[config.mk]
export PLATFORM = sky130hd
export DESIGN_NAME = mult_share_arbiter
export DESIGN_NICKNAME = d
export VERILOG_FILES = /design/src/rtl/mult_share_arbiter.sv
export SDC_FILE = /design/constraint.sdc
export NUM_CORES = 1
export LEC_CHECK = 0
export CAP_MARGIN = 30
export CORE_ASPECT_RATIO = 0.9
export CORE_UTILIZATION = 52
export DETAILED_ROUTE_END_ITERATION = 10
export PLACE_DENSITY = 0.84
export SETUP_SLACK_MARGIN = 0.15
export SLEW_MARGIN = 20
export SYNTH_ARGS = -nofsm -noshare
export SYNTH_HDL_FRONTEND = slang
export SYNTH_SLANG_ARGS = --single-unit
[constraint.sdc]
create_clock -name clk -period 7.15 [get_ports clk]
set_input_delay 1.43 -clock clk [delete_from_list [all_inputs] [get_ports clk]]
set_output_delay 1.43 -clock clk [all_outputs]
set_load 0.01 [all_outputs]
[src/rtl/mult_share_arbiter.sv]
// ---------------------------------------------------------------------------
// mult_share_arbiter
//   Two requesters share one 4x4 unsigned multiplier. One request is accepted
//   at a time. The operands are latched, the product is registered one cycle
//   later, and the result is then held until the consumer takes it.
//
//   state | meaning
//   ------+-----------------------------------------------------------------
//   IDLE  | waiting for a request; grant and ready are combinational
//   CALC  | latched operands drive the multiplier; product is registered
//   DONE  | result held on res_p/res_id until res_ready
//
// Ports
//   clk, rst                  clock, synchronous active-high reset
//   reqN_valid/_a/_b/_ready   requester N operand handshake (N = 0, 1)
//   res_valid/_p/_id/_ready   result handshake; res_id names the owner
// Parameter
//   FAIR  1 = round-robin between contending requesters,
//         0 = requester 0 always wins
// ---------------------------------------------------------------------------
module mult_share_arbiter #(
    parameter int FAIR = 1
) (
    input  logic       clk,
    input  logic       rst,
    input  logic       req0_valid,
    input  logic [3:0] req0_a,
    input  logic [3:0] req0_b,
    output logic       req0_ready,
    input  logic       req1_valid,
    input  logic [3:0] req1_a,
    input  logic [3:0] req1_b,
    output logic       req1_ready,
    output logic       res_valid,
    output logic [7:0] res_p,
    output logic       res_id,
    input  logic       res_ready
);

    typedef enum logic [1:0] {
        S_IDLE = 2'd0,
        S_CALC = 2'd1,
        S_DONE = 2'd2
    } state_t;

    state_t     r_state;
    state_t     w_state_nxt;
    logic [3:0] r_a;
    logic [3:0] r_b;
    logic       r_id;
    logic       r_last_grant;
    logic [7:0] r_res_p;
    logic       r_res_id;

    logic       w_grant_id;
    logic       w_accept;
    logic [7:0] w_prod;

    // The single shared multiplier only ever sees the latched operands, so
    // requesters may change their inputs freely once accepted.
    mult4 u_mult4 (
        .i_a (r_a),
        .i_b (r_b),
        .o_p (w_prod)
    );

    // Grant selection. Only meaningful when at least one valid is high.
    always_comb begin
        w_grant_id = 1'b0;
        if (req0_valid && req1_valid) begin
            w_grant_id = (FAIR != 0) ? ~r_last_grant : 1'b0;
        end else if (req1_valid) begin
            w_grant_id = 1'b1;
        end
    end

    always_comb begin
        w_state_nxt = r_state;
        w_accept    = 1'b0;
        req0_ready  = 1'b0;
        req1_ready  = 1'b0;
        res_valid   = 1'b0;
        case (r_state)
            S_IDLE: begin
                // Ready is gated by rst so no handshake can complete on a
                // reset edge.
                if (!rst && (req0_valid || req1_valid)) begin
                    w_accept    = 1'b1;
                    req0_ready  = ~w_grant_id;
                    req1_ready  = w_grant_id;
                    w_state_nxt = S_CALC;
                end
            end
            S_CALC: begin
                w_state_nxt = S_DONE;
            end
            S_DONE: begin
                res_valid = 1'b1;
                if (res_ready) begin
                    w_state_nxt = S_IDLE;
                end
            end
            default: begin
                w_state_nxt = S_IDLE;
            end
        endcase
    end

    always_ff @(posedge clk) begin
        if (rst) begin
            r_state      <= S_IDLE;
            r_a          <= 4'h0;
            r_b          <= 4'h0;
            r_id         <= 1'b0;
            // Starting at 1 lets requester 0 win the first contended grant.
            r_last_grant <= 1'b1;
            r_res_p      <= 8'h00;
            r_res_id     <= 1'b0;
        end else begin
            r_state <= w_state_nxt;
            if (w_accept) begin
                r_a          <= w_grant_id ? req1_a : req0_a;
                r_b          <= w_grant_id ? req1_b : req0_b;
                r_id         <= w_grant_id;
                r_last_grant <= w_grant_id;
            end
            if (r_state == S_CALC) begin
                r_res_p  <= w_prod;
                r_res_id <= r_id;
            end
        end
    end

    assign res_p  = r_res_p;
    assign res_id = r_res_id;

endmodule

// ---------------------------------------------------------------------------
// mult4
//   4x4 unsigned combinational multiplier, full 8-bit product.
// Ports
//   i_a, i_b  operands
//   o_p       product
// ---------------------------------------------------------------------------
module mult4 (
    input  logic [3:0] i_a,
    input  logic [3:0] i_b,
    output logic [7:0] o_p
);

    assign o_p = {4'h0, i_a} * {4'h0, i_b};

endmodule

==> impl_results.md <==
- Antenna violations before repair: 0
- Sequence of cells on the critical path: clkdlybuf4s50_1, nor3_1, clkbuf_2, and3b_1, clkdlybuf4s50_1
- Cell count after synthesis: 140
- Commonest non-fill, non-tap cell in the layout: clkdlybuf4s50_1
- Sequential standard cell area: 420.4 sq um
- Pin count of the biggest net entering global routing: 22
- Die outline width: 54.76 um
- Hold Path Sink: res_id
- GP Congestion: 0.8374
- Fraction of registers with async set/reset: 0%
- Period minus WS final: 5378 ps
- Count of non-filler cells in the finished layout: 197
- CP Max Fanout: 21
- Clock Pin Slew Worst Setup and Hold Paths: 120 ps
- Post-synth EDFFs: 0
- Io pins: 33
- Critical path startpoint category: primary input
- Crit share post-route: 75.21%
- Inserted Clock Buffers: 3
- Count of final hold-check violations: 0
- Result of the run: finished, final reports clean
- Wire length of the first global-routing pass: 4.616 mm
- Final max-slew violation count: 0
- Total grt overflow: 0
- Skew-Pair Late Insertion Delay: 320 ps
- Crit path DAT: 3950 ps
- Count of maximum capacitance violations: 0
- TritonCTS Sinks: 21
- Depth of the worst register-to-register path: 8
- Main synth FF type: dfxtp_1
- Worst Tran Pin Value: 755.6 ps
- Starting density of the core: 57.58%
- Hold path depth: 2
- Antenna diode count: 0
- Area Growth Syn to Fin: 26.32%
- Fraction of the yosys area taken by sequential cells: 32.28%
- Hold Worst Slack: 463.0 ps
- Detailed-placement wirelength estimate: 2.214 mm
- Mean instance size in the synthesized netlist: 9.304 sq um
- Final layout net count: 208
- CTS H-Tree Depth: 1
- # rows: 16
- Filler Cell Count: 188
- Global Route met3 Usage: 5.864%
- Die area: 0.002709 sq mm
- Global routing met1 resource utilization: 26.68%
- Worst Path Class, Setup: in -> out
- Normalized max-slew margin: 49.47%
- Commonest cells after routing, fill and taps aside: 32 x clkdlybuf4s50_1, 21 x dfxtp_1, 16 x a21oi_1
- Setup Skew: 6.343 ps
- Count of hold buffers inserted by post-cts repair: 0
- Overall routing resource usage: 23.47%
- Worst setup EP type: output pin
- CP max stage cell: clkdlybuf4s50_1
- Post-route setup slack: 1772 ps
- Worst min-delay path class: reg -> reg
- Combined area of the multi-input logic cells: 817.0 sq um
- Cell family contributing the most delay on the critical path: buffers and inverters
- Area of the placeable core: 0.002262 sq mm
- Vias per Instance: 5.929
- Critical R2R Capture: res_p[7]
- Gates resized, CTS repair: 0
- Average routed wire per standard cell: 14.62 um
- Hold path startpoint: r_id
- Source of the worst register-to-register timing path: r_b[2]
- Net count after synthesis: 177
- Root Driver: clkbuf_4
- Final core utilization: 72.73%
- Areal power density over the cells: 154.8 mW/mm^2
- RSZ-0062 raised after global routing: false
- WP data required: 5720 ps
- Crit path buf inv count: 3
- Final-layout setup total negative slack: 0 ps
- Cell repeated most along the worst path: clkdlybuf4s50_1
- Count of unique library cells instantiated by Yosys: 38
- Vias in the first global route: 1091
- Number of failing setup endpoints in the final timing report: 0
- Post-route ant nets: 0
- GR Layer Usage met2: 41.77%
- Netlist area before placement: 0.001302 sq mm
- Max Clock Freq: 0.1860 GHz
- CP peak stage delay: 790 ps
- Peak ir drop on the vdd network: 144.6 uV
- Overall die height: 49.48 um
- Dpl cells: 192
- Via count: 1168
- Remaining design rule violation count: 0
- Setup slack on the worst flop-to-flop path: 4150 ps
- Pre-CTS setup slack: 1708 ps
- Overall routed net length: 2.881 mm
- Layout cells sized above 1: 4.118%
- Number of input and output port buffers inserted: 32
- Violation count after the first detailed-route iteration: 19
- Clock tree from TritonCTS: yes
- FF+latch count, synth: 21
- Reported leakage power: 0.7030 nW
- First-pass iteration count of the detailed router: 6
- Setup Buffers After CTS: 0
- Maximum count of clock buffers along a single path: 2
- Busiest layer in global routing: met2
- Total number of yosys warnings: 0
Yosys cell counts (2+ instances only):
cell / count / area share, %
dfxtp_1: 21 / 32
a21oi_1: 16 / 6.1
nand2_1: 13 / 3.7
and2_1: 12 / 5.8
ha_1: 12 / 12
a211oi_1: 10 / 5.8
mux2i_1: 8 / 6.1
nand3_1: 5 / 1.9
fa_1: 4 / 6.1
inv_1: 4 / 1.2
buf_6: 2 / 1.7
clkbuf_1: 2 / 0.58
nand2b_1: 2 / 0.96
nor2_1: 2 / 0.58
nor2b_1: 2 / 0.96
nor3_1: 2 / 0.77
o2111ai_1: 2 / 1.3
power breakdown:
group | total [mW] | leakage [nW] | switching [mW] | internal [mW]
combinational | 0.0594 | 0.517 | 0.0284 | 0.0310
sequential | 0.133 | 0.172 | 0.00807 | 0.125
clock | 0.0620 | 0.0139 | 0.0407 | 0.0214
registers in the layout, indices dropped and copies added, names as in the netlist:
register / count
r_state: 2
r_last_grant: 1
r_a: 4
r_id: 1
r_b: 4
res_id: 1
res_p: 8
metrics by stage:
| stage | cell area, sq um | power, mW |
|---|---|---|
| finish | 1645 | 0.2547 |
| global route | 1645 | 0.2677 |
| CTS | 1640 | 0.2539 |
| detailed placement | 1610 | 0.1942 |
| global placement | 1610 | 0.1918 |
| floorplan | 1303 | 0.1709 |
metal layers:
layer  vias up  part of all wire, %
met5         -                    0
met4         0                 0.97
met3         4                  5.1
met2        45                   52
met1       555                   42
li1        564                    -
layout make-up:
| type | instances | share of cell area, % |
|---|---|---|
| multi-input cells | 107 | 49.66 |
| flip-flops and latches | 21 | 25.55 |
| repair buffers | 33 | 19.77 |
| well taps | 27 | 2.053 |
| clock buffers | 3 | 1.369 |
| inverters | 5 | 1.141 |
| clock inverters | 1 | 0.4563 |
how the worst max path moves through the flow:
stage / start / end / slack, ps / cells after the start
floorplan: req1_valid / req0_ready / 3660 / 3
global placement: rst / req1_ready / 1810 / 4
detailed placement: rst / req1_ready / 1710 / 4
CTS: rst / req1_ready / 1680 / 4
global route: rst / req1_ready / 1690 / 5
finish: rst / req1_ready / 1770 / 5
cells by family after synthesis:
logic type / Yosys count / synth area share [%]
and+or+nand+nor: 46 / 19.02
AOI/OAI and AO/OA: 36 / 19.21
DFF: 21 / 32.28
xor gates and xnor gates: 1 / 0.6726
buffers and inverters: 12 / 4.994
muxes: 8 / 6.148
adders and majority gates: 16 / 17.68
worst min-delay path, delay by kind of cell, from the launching register on:
kind,cells,cell delay (ps)
AOI/OAI and AO/OA,1,50
DFF,1,330
and+or+nand+nor,1,50
(Power assumes the default switching activity.)
